[config.mk]
export PLATFORM = sky130hd
export DESIGN_NAME = feature_extractor
export DESIGN_NICKNAME = d
export VERILOG_FILES = /design/src/rtl/feature_extractor.sv
export SDC_FILE = /design/constraint.sdc
export NUM_CORES = 1
export LEC_CHECK = 0
export BUFFER_PORTS_ARGS = -buffer_cell sky130_fd_sc_hd__buf_4
export CAP_MARGIN = 25
export CORE_ASPECT_RATIO = 2
export CORE_MARGIN = 2
export CORE_UTILIZATION = 55
export DETAILED_ROUTE_END_ITERATION = 6
export PLACE_DENSITY = 0.71
export SLEW_MARGIN = 20
export SYNTH_ARGS = -nofsm -noshare
export SYNTH_HDL_FRONTEND = slang
export SYNTH_SLANG_ARGS = --single-unit
[constraint.sdc]
create_clock -name clk -period 42.4 [get_ports clk]
set_clock_uncertainty 0.05 [all_clocks]
set_input_delay 0 -clock clk [delete_from_list [all_inputs] [get_ports clk]]
set_output_delay 0 -clock clk [all_outputs]
set_load 0.01 [all_outputs]
[src/rtl/feature_extractor.sv]
// rtl/feature_extractor.sv - streaming 3x3 convolution with 2x2 max pooling over one frame
module feature_extractor #(
  parameter int IMG_W = 32,
  parameter int IMG_H = 32,
  parameter logic signed [7:0] K00 = -8'sd1,
  parameter logic signed [7:0] K01 = 8'sd0,
  parameter logic signed [7:0] K02 = 8'sd1,
  parameter logic signed [7:0] K10 = -8'sd2,
  parameter logic signed [7:0] K11 = 8'sd0,
  parameter logic signed [7:0] K12 = 8'sd2,
  parameter logic signed [7:0] K20 = -8'sd1,
  parameter logic signed [7:0] K21 = 8'sd0,
  parameter logic signed [7:0] K22 = 8'sd1
) (
  input  logic               clk,
  input  logic               rst,
  input  logic               start_signal,
  input  logic               pixel_valid_in,
  input  logic [7:0]         pixel_in,
  output logic signed [21:0] final_result_out,
  output logic               final_result_valid,
  output logic               final_done_signal
);
  localparam int NPIX  = IMG_W * IMG_H;
  localparam int NPOS  = NPIX + IMG_W + 1;   // real pixels plus trailing virtual zeros
  localparam int NFEAT = NPIX / 4;
  localparam int CW    = $clog2(IMG_W);
  localparam int KW    = $clog2(NPOS + 1);
  localparam int FW    = $clog2(NFEAT + 1);
  localparam logic signed [7:0] KM [3][3] = '{'{K00, K01, K02}, '{K10, K11, K12}, '{K20, K21, K22}};

  typedef enum logic [1:0] {IDLE, RUN, FLUSH, DONE} state_t;
  state_t state_q, state_d;

  logic [7:0]         lb1_q [IMG_W];
  logic [7:0]         lb2_q [IMG_W];
  logic [7:0]         win_q [3][2];
  logic [KW-1:0]      k_q;
  logic [CW-1:0]      tc_q;
  logic               row_odd_q;
  logic signed [21:0] conv_q, conv_d;
  logic               conv_v_q, conv_row_odd_q;
  logic [CW-1:0]      conv_c_q;
  logic signed [21:0] pair_q;
  logic signed [21:0] pool_q [IMG_W/2];
  logic signed [21:0] out_q;
  logic               valid_q;
  logic [FW-1:0]      feat_cnt_q;

  logic               restart, clr, shift, conv_fire;
  logic [7:0]         px;
  logic [7:0]         new_col [3];
  logic [7:0]         col_l [3], col_m [3], col_r [3];
  logic signed [21:0] pair_max;

  function automatic logic signed [21:0] mac(input logic [7:0] p, input logic signed [7:0] k);
    logic signed [17:0] a, b, pr;
    a  = {10'b0, p};
    b  = {{10{k[7]}}, k};
    pr = a * b;
    return {{4{pr[17]}}, pr};
  endfunction

  function automatic logic signed [21:0] smax(input logic signed [21:0] a, input logic signed [21:0] b);
    return (a > b) ? a : b;
  endfunction

  // State register; reset returns to IDLE
  always_ff @(posedge clk) begin
    if (!rst) state_q <= IDLE;
    else      state_q <= state_d;
  end

  // Next-state: start re-arms from IDLE/RUN/FLUSH, DONE lasts exactly one cycle
  always_comb begin
    state_d = state_q;
    case (state_q)
      IDLE:  if (start_signal) state_d = RUN;
      RUN:   if (start_signal) state_d = RUN;
             else if (shift && k_q == KW'(NPIX - 1)) state_d = FLUSH;
      FLUSH: if (start_signal) state_d = RUN;
             else if (valid_q && feat_cnt_q == FW'(NFEAT)) state_d = DONE;
      DONE:  state_d = IDLE;
      default: state_d = IDLE;
    endcase
  end

  // Stream advance, window assembly with edge masking, and the 3x3 MAC
  always_comb begin
    restart   = start_signal && (state_q != DONE);
    clr       = !rst || restart;
    shift     = !start_signal && ((state_q == RUN && pixel_valid_in) ||
                                  (state_q == FLUSH && k_q < KW'(NPOS)));
    px        = (state_q == RUN) ? pixel_in : 8'd0;
    conv_fire = shift && (k_q >= KW'(IMG_W + 1));
    new_col[0] = lb2_q[IMG_W-1];
    new_col[1] = lb1_q[IMG_W-1];
    new_col[2] = px;
    conv_d = '0;
    for (int i = 0; i < 3; i++) begin
      col_l[i] = (tc_q == '0) ? 8'd0 : win_q[i][0];
      col_m[i] = win_q[i][1];
      col_r[i] = (tc_q == CW'(IMG_W - 1)) ? 8'd0 : new_col[i];
      conv_d = conv_d + mac(col_l[i], KM[i][0]) + mac(col_m[i], KM[i][1]) + mac(col_r[i], KM[i][2]);
    end
    pair_max = smax(pair_q, conv_q);
  end

  // Line buffers, window and position counters; cleared on reset or frame restart
  always_ff @(posedge clk) begin
    if (clr) begin
      for (int i = 0; i < IMG_W; i++) begin
        lb1_q[i] <= '0;
        lb2_q[i] <= '0;
      end
      for (int i = 0; i < 3; i++) begin
        win_q[i][0] <= '0;
        win_q[i][1] <= '0;
      end
      k_q       <= '0;
      tc_q      <= '0;
      row_odd_q <= 1'b0;
    end else if (shift) begin
      for (int i = IMG_W - 1; i > 0; i--) begin
        lb1_q[i] <= lb1_q[i-1];
        lb2_q[i] <= lb2_q[i-1];
      end
      lb1_q[0] <= px;
      lb2_q[0] <= lb1_q[IMG_W-1];
      for (int i = 0; i < 3; i++) begin
        win_q[i][0] <= win_q[i][1];
        win_q[i][1] <= new_col[i];
      end
      k_q <= k_q + 1'b1;
      if (conv_fire) begin
        if (tc_q == CW'(IMG_W - 1)) begin
          tc_q      <= '0;
          row_odd_q <= ~row_odd_q;
        end else begin
          tc_q <= tc_q + 1'b1;
        end
      end
    end
  end

  // Conv result register tagged with its center row parity and column
  always_ff @(posedge clk) begin
    if (clr) begin
      conv_q         <= '0;
      conv_v_q       <= 1'b0;
      conv_c_q       <= '0;
      conv_row_odd_q <= 1'b0;
    end else begin
      conv_v_q <= conv_fire;
      if (conv_fire) begin
        conv_q         <= conv_d;
        conv_c_q       <= tc_q;
        conv_row_odd_q <= row_odd_q;
      end
    end
  end

  // 2x2 pooling: even rows park column-pair maxima, odd rows emit the final max
  always_ff @(posedge clk) begin
    if (clr) begin
      pair_q     <= '0;
      for (int i = 0; i < IMG_W / 2; i++) pool_q[i] <= '0;
      out_q      <= '0;
      valid_q    <= 1'b0;
      feat_cnt_q <= '0;
    end else begin
      valid_q <= 1'b0;
      if (conv_v_q) begin
        if (!conv_c_q[0]) begin
          pair_q <= conv_q;
        end else if (!conv_row_odd_q) begin
          pool_q[conv_c_q[CW-1:1]] <= pair_max;
        end else begin
          out_q      <= smax(pool_q[conv_c_q[CW-1:1]], pair_max);
          valid_q    <= 1'b1;
          feat_cnt_q <= feat_cnt_q + 1'b1;
        end
      end
    end
  end

  assign final_result_out   = out_q;
  assign final_result_valid = valid_q;
  assign final_done_signal  = (state_q == DONE);
endmodule

# Yosys cells after proc, flatten, opt, wreduce, memory -nomap -nowiden

Memories as Yosys holds them, arrays and structs flattened. A register that Yosys moved wholly into a read port is not among the register bits.
Cells that the tools add are included.

Register bits after elaboration: 102
RAM bits: 912
Bits of input ports: 12
Output and inout port bits: 24
Word-level logic and storage cells: 236
Memories kept: 4

Add/sub/neg operators: 11
$lt $le $gt $ge: 4
Equal/unequal tests: 10
Mux-type cells: 102
Bitwise gates (word level): 73
Reductions and logical operators: 20

Memory list:

| name   | depth | width | read ports | clocked after Yosys merged registers in | write ports | line | source |
|---|---|---|---|---|---|---|---|
| pool_q | 16    | 22    | 1          | 1                                       | 16          | 45   | `logic signed [21:0] pool_q [IMG_W/2];` |
| lb1_q  | 32    | 8     | 32         | 0                                       | 32          | 35   | `logic [7:0] lb1_q [IMG_W];` |
| lb2_q  | 32    | 8     | 32         | 0                                       | 32          | 36   | `logic [7:0] lb2_q [IMG_W];` |
| win_q  | 3     | 16    | 3          | 0                                       | 3           | 37   | `logic [7:0] win_q [3][2];` |

Operators by type and width:

| kind                                                                   | count |
|---|---|
| 8-bit 2-to-1 mux                                                       | 77 |
| 1-bit OR                                                               | 70 |
| 22-bit 2-to-1 mux                                                      | 3 |
| 22-bit > comparator                                                    | 2 |
| 8-bit negator with 18-bit output                                       | 2 |
| 21-bit by 18-bit adder with 22-bit output                              | 1 |
| 22-bit by 9-bit adder with 22-bit output                               | 1 |
| 22-bit OR reduction                                                    | 1 |
| 20-bit by 10-bit adder with 21-bit output                              | 1 |
| 19-bit by 18-bit adder with 20-bit output                              | 1 |
| 18-bit by 9-bit adder with 19-bit output                               | 1 |
| 8-bit negator with 17-bit output                                       | 1 |
| 1-bit 2-to-1 mux                                                       | 12 |
| 4-bit 2-to-1 mux                                                       | 3 |
| 11-bit by 1-bit adder with 11-bit output, second input constant        | 1 |
| 11-bit by 10-bit == test with 1-bit output, second input constant      | 1 |
| 11-bit by 6-bit >= comparator with 1-bit output, second input constant | 1 |
| 11-bit < comparator, second input constant                             | 1 |
| 2-bit 2-to-1 mux                                                       | 5 |
| 9-bit by 1-bit adder with 9-bit output, second input constant          | 1 |
| 9-bit == test, second input constant                                   | 1 |
| 3-bit AND reduction                                                    | 3 |
| 2-bit one-hot mux with 4 select lines                                  | 1 |
| 1-bit logical AND                                                      | 7 |
| 14 further kinds                                                       | 22 |

# Depth between registers and ports, before layout

Depth in word-level cells: 8
Depth in mapped cells: 24
Depth with buffers taken out: 23

# Worst setup path after synthesis

Ideal clock, no wire load.

Path type: register to register
Start point: register k_q[2]
End point: memory lb1_q[12][4] (netlist: lb1_q[0][100]), enable pin
Library setup time: 993 ps
Data arrival time: 14833 ps
Data required time: 41357 ps
Setup slack: 26524 ps
Cell stages (with the launch flop): 8
Path buffers: 2
Clock period less this slack: 15876 ps
Cells stage by stage: dfxtp_1 > or3_1 > o31a_1 > or3_1 > a311oi_1 > buf_2 > buf_2 > nand2b_1

RTL lines:

| what                   | line | source |
|---|---|---|
| from (decl)            | 38   | `logic [KW-1:0] k_q;` |
| from (signal assigned) | 134  | `k_q <= k_q + 1'b1;` |
| to (decl)              | 35   |  |

# Worst setup path in the final report

Start point: register tc_q[0]
End point: register conv_q[20]

Word-level cells in the longest chain between the ends: 8

RTL lines:

| what                                                   | line | source |
|---|---|---|
| from (decl)                                            | 39   | `logic [CW-1:0] tc_q;` |
| from (signal assigned)                                 | 140  | `tc_q <= tc_q + 1'b1;` |
| 5-bit logical NOT                                      | 101  | `col_l[i] = (tc_q == '0) ? 8'd0 : win_q[i][0];` |
| 8-bit 2-to-1 mux                                       | 101  |  |
| 8-bit negator with 18-bit output (implied by the code) | 60   | `pr = a * b;` |
| 18-bit by 9-bit adder with 19-bit output               | 104  | `conv_d = conv_d + mac(col_l[i], KM[i][0]) + mac(col_m[i], KM[i][1]) + mac(col_r[i], KM[i][2]);` |
| 19-bit by 18-bit adder with 20-bit output              | 104  |  |
| 20-bit by 10-bit adder with 21-bit output              | 104  |  |
| 21-bit by 18-bit adder with 22-bit output              | 104  |  |
| 22-bit by 9-bit adder with 22-bit output (*)           | 104  |  |
| to (signal assigned)                                   | 156  | `conv_q <= conv_d;` |
| to (decl)                                              | 41   | `logic signed [21:0] conv_q, conv_d;` |

Every way passes the cells marked *; elsewhere a longest branch is shown, timed or not.
A chain may end at the register's enable or synchronous reset.

==> metrics <==
status completed; Post-CTS Setup Inserts 0; Seq/Total Area, Yosys 0.6672; register area 28550 um2; relative slew slack 0.2402; RSZ-0062 raised after global routing no; Clock Sinks 986; clk_lat worst skew 0.68 ns; Pwr Density 41.36 nW/um2; core box area roughly 77000 um2; multi-input combinational cell area 13000 um2; overall power roughly 0.002 W; worst vdd ir roughly 0.038 mV; initial antenna violation count 0; # IOs 36; WP data required 42.90 ns; fin util 0.6106; synthesized area ~43000 um2; DP HPWL 60540 um; global-route wire length before repair between 100000 and 150000 um; Worst Tran Pin Value 1.130 ns; Hold Path Class input pin to register; Setup crit end kind register; f_max approximately 140 MHz; Final setup viols 0; # rows 144; First-pass DRT Iterations 5; initial drt markers 1871; number of synthesized flops with an enable pin 880; layout cell share with drive strength beyond 1 0.1164; Post-CTS Resized 0; Synth area leader edfxtp_1; min Tclk post-route 7.294 ns; CP Max Fanout 22; vias in the first global route ~26000; share of the synthesized area in the top cell type 0.6176; via count 24930; buffers added on ports 35; Final Max Slew Viols 0; Yosys warning count 0; post-synthesis async set-or-reset flop share 0; setup TNS 0 ns; residual DRC count 0; syn nets 3277; total gr overflow 0; drt wl/cell 22.24 um; total CTS buffers 82; Mean Syn Cell Area ~14 um2; Die ar. about 80000 um2; starting density of the core 0.5549; crit path kind register to register; Post-Synthesis Cells 3125; Fin. Hold Viols 0; clk slew on worst S/H paths 0.07 ns; synthesis-to-layout area growth 10.04%; CTS HTree Levels 3; maxcap violations 0; CTS tree yes; clock buffer depth 3; Final ANT Viol Nets 0; Placer Congestion 0.9289; Tcrit/Tclk final 0.1720; WP data arrival 7.79 ns; Distinct cells, synth 57; Yosys reg bits slightly below 1000; All-Layer GR Usage 0.2354; Hold Crit Start rst; top cells by area, synth edfxtp_1 62%, and3_1 7.8%, mux4_2 5.8%; Die Ht 398.5 um; Pleak 19.60 nW; CP startpoint kind register; # fillers 5961; via/cell ratio between 5 and 6; largest net degree at the start of global routing 155; ys flop type edfxtp_1; die width 201.2 um; R2R Path Start tc_q[0]$_SDFFE_PP0P_; nets@finish between 3000 and 4000; Routed WL 93100 um; Worst Setup SP tc_q[0]$_SDFFE_PP0P_; root buf cell clkbuf_16
-- per-layer routing --
layer | global-route usage | vias to the layer above | part of all wire | wire [um]
met1 | 0.2516 | 12560 | 0.36 | 33270
met5 | 0 | - | 0 | 0
li1 | - | 11420 | - | -
met4 | 0.1499 | 0 | 0.064 | 5945
met3 | 0.02865 | 293 | 0.034 | 3147
met2 | 0.4384 | 659 | 0.54 | 50730
-- layout make-up --
type                            instances  area share
Sequential cell                       986      0.6065
Multi-Input combinational cell       1797      0.2760
Clock buffer                           97     0.04587
Tap cell                             1022     0.02716
Timing Repair Buffer                  128     0.02389
Clock inverter                         51     0.01228
Inverter                              103    0.008211
Antenna cell                            2   0.0001063
-- synth_stat cells (12+ instances only) --
master      n
nor3_1     17
mux2i_1    23
nand2_1   161
nor2_1    417
o211ai_1   25
xnor2_1    12
nand4_1    34
ha_1       99
fa_1       41
a21oi_1    80
and3_1    535
xor2_1     23
nand3_1    42
edfxtp_1  880
o21ai_0    31
mux4_2    110
dfxtp_1   106
clkbuf_1  193
and2_1     14
inv_1     102
nor2b_1    23
buf_2      36
-- sequential cells by signal (all words and copies together) (netlist names), 2 cells and up, named ones only --
register and flops:
pair_q 22, state_q 2, lb2_q 240, final_result_out 22
conv_q 22, pool_q 352, conv_c_q 5, lb1_q 249
tc_q 5, k_q 11, feat_cnt_q 9, win_q 39
-- final timing paths --
| check | endpoint | slack [ns] | cells past startpoint |
|---|---|---|---|
| min | state_q[0]$_SDFFE_PN0P_ | 0.09 | 3 |
| min reg2reg | pair_q[19]$_SDFFE_PP0P_ | 0.41 | 2 |
| max reg2reg | conv_q[20]$_SDFFE_PP0P_ | 35.11 | 22 |
| max | conv_q[20]$_SDFFE_PP0P_ | 35.11 | 22 |
-- where the power goes --
| part | switching, W | internal (W) | leakage [nW] | total [W] |
|---|---|---|---|---|
| Combinational | 0.0000465 | 0.0000164 | 7.42 | 0.0000629 |
| Sequential | 0.0000105 | 0.00109 | 10.8 | 0.00110 |
| Clock | 0.000348 | 0.000439 | 1.35 | 0.000787 |
| Total | 0.000405 | 0.00154 | 19.6 | 0.00195 |
-- kinds of logic (layout without fill, tap and decap cells) --
kind of cell,count (synthesis),after routing,share of synthesized area
multiplexers,134,134,0.06354
adder cells (fa/ha/maj),140,140,0.04813
buffers and inverters,342,379,0.03106
AND/OR/NAND/NOR,1287,1287,0.1535
XOR/XNOR,35,35,0.007164
AO/OA/AOI/OAI,201,201,0.02945
flip-flops,986,986,0.6672
other,0,2,0
-- layout by cell type (no fill, tap or decap), types with 12 or more instances in the layout --
| cell type | Yosys | routed |
|---|---|---|
| inv_1 | 102 | 102 |
| nand3_1 | 42 | 42 |
| nor2b_1 | 23 | 22 |
| nand2_1 | 161 | 157 |
| dfxtp_1 | 106 | 104 |
| and3_1 | 535 | 535 |
| clkbuf_16 | 0 | 83 |
| nor3_1 | 17 | 17 |
| buf_4 | 0 | 105 |
| xnor2_1 | 12 | 12 |
| and2_1 | 14 | 13 |
| edfxtp_1 | 880 | 880 |
| mux2i_1 | 23 | 23 |
| o21ai_0 | 31 | 31 |
| o211ai_1 | 25 | 25 |
| clkinv_1 | 1 | 13 |
| nor2_1 | 417 | 416 |
| nand4_1 | 34 | 34 |
| a21oi_1 | 80 | 80 |
| clkinv_2 | 0 | 17 |
| xor2_1 | 23 | 23 |
| ha_1 | 99 | 99 |
| mux4_2 | 110 | 110 |
| fa_1 | 41 | 41 |
| bufinv_16 | 0 | 12 |
-- metrics by stage --
step | hold slack [ns] | setup slack, ns | instance area (um2) | std cells
6_report | 0.08863 | 35.11 | 47090 | 4186
3_5_place_dp | 0.1790 | 35.12 | 44090 | 4020
4_1_cts | 0.04865 | 35.12 | 46930 | 4179
3_3_place_gp | 0.1668 | 35.29 | 44020 | 4016
2_1_floorplan | 0.02615 | 26.52 | 42790 | 3125
5_1_grt | 0.08575 | 34.71 | 47080 | 4184
-- repair_timing --
item	4_1_cts	5_1_grt
hold buffers	11	0
hold endpoints to repair	26	0
endpoints found under the setup margin	0	0
-- worst max-delay path, cell delays in order, from the launching register on --
cell	delay, ns
dfxtp_1	0.37
inv_1	0.08
ha_1	0.16
or4b_1	0.82
nand2_1	0.27
ha_1	0.27
clkinv_1	0.24
or3_1	0.36
a31oi_1	0.23
fa_1	0.48
fa_1	0.49
inv_1	0.05
fa_1	0.53
inv_1	0.04
ha_1	0.36
o21a_1	0.22
a2111oi_1	0.66
o32ai_1	0.30
a221o_1	0.38
o21a_1	0.20
o21ai_0	0.22
nor4b_1	0.27
o41ai_1	0.10
No activity file was read; power rests on OpenSTA's default activity.
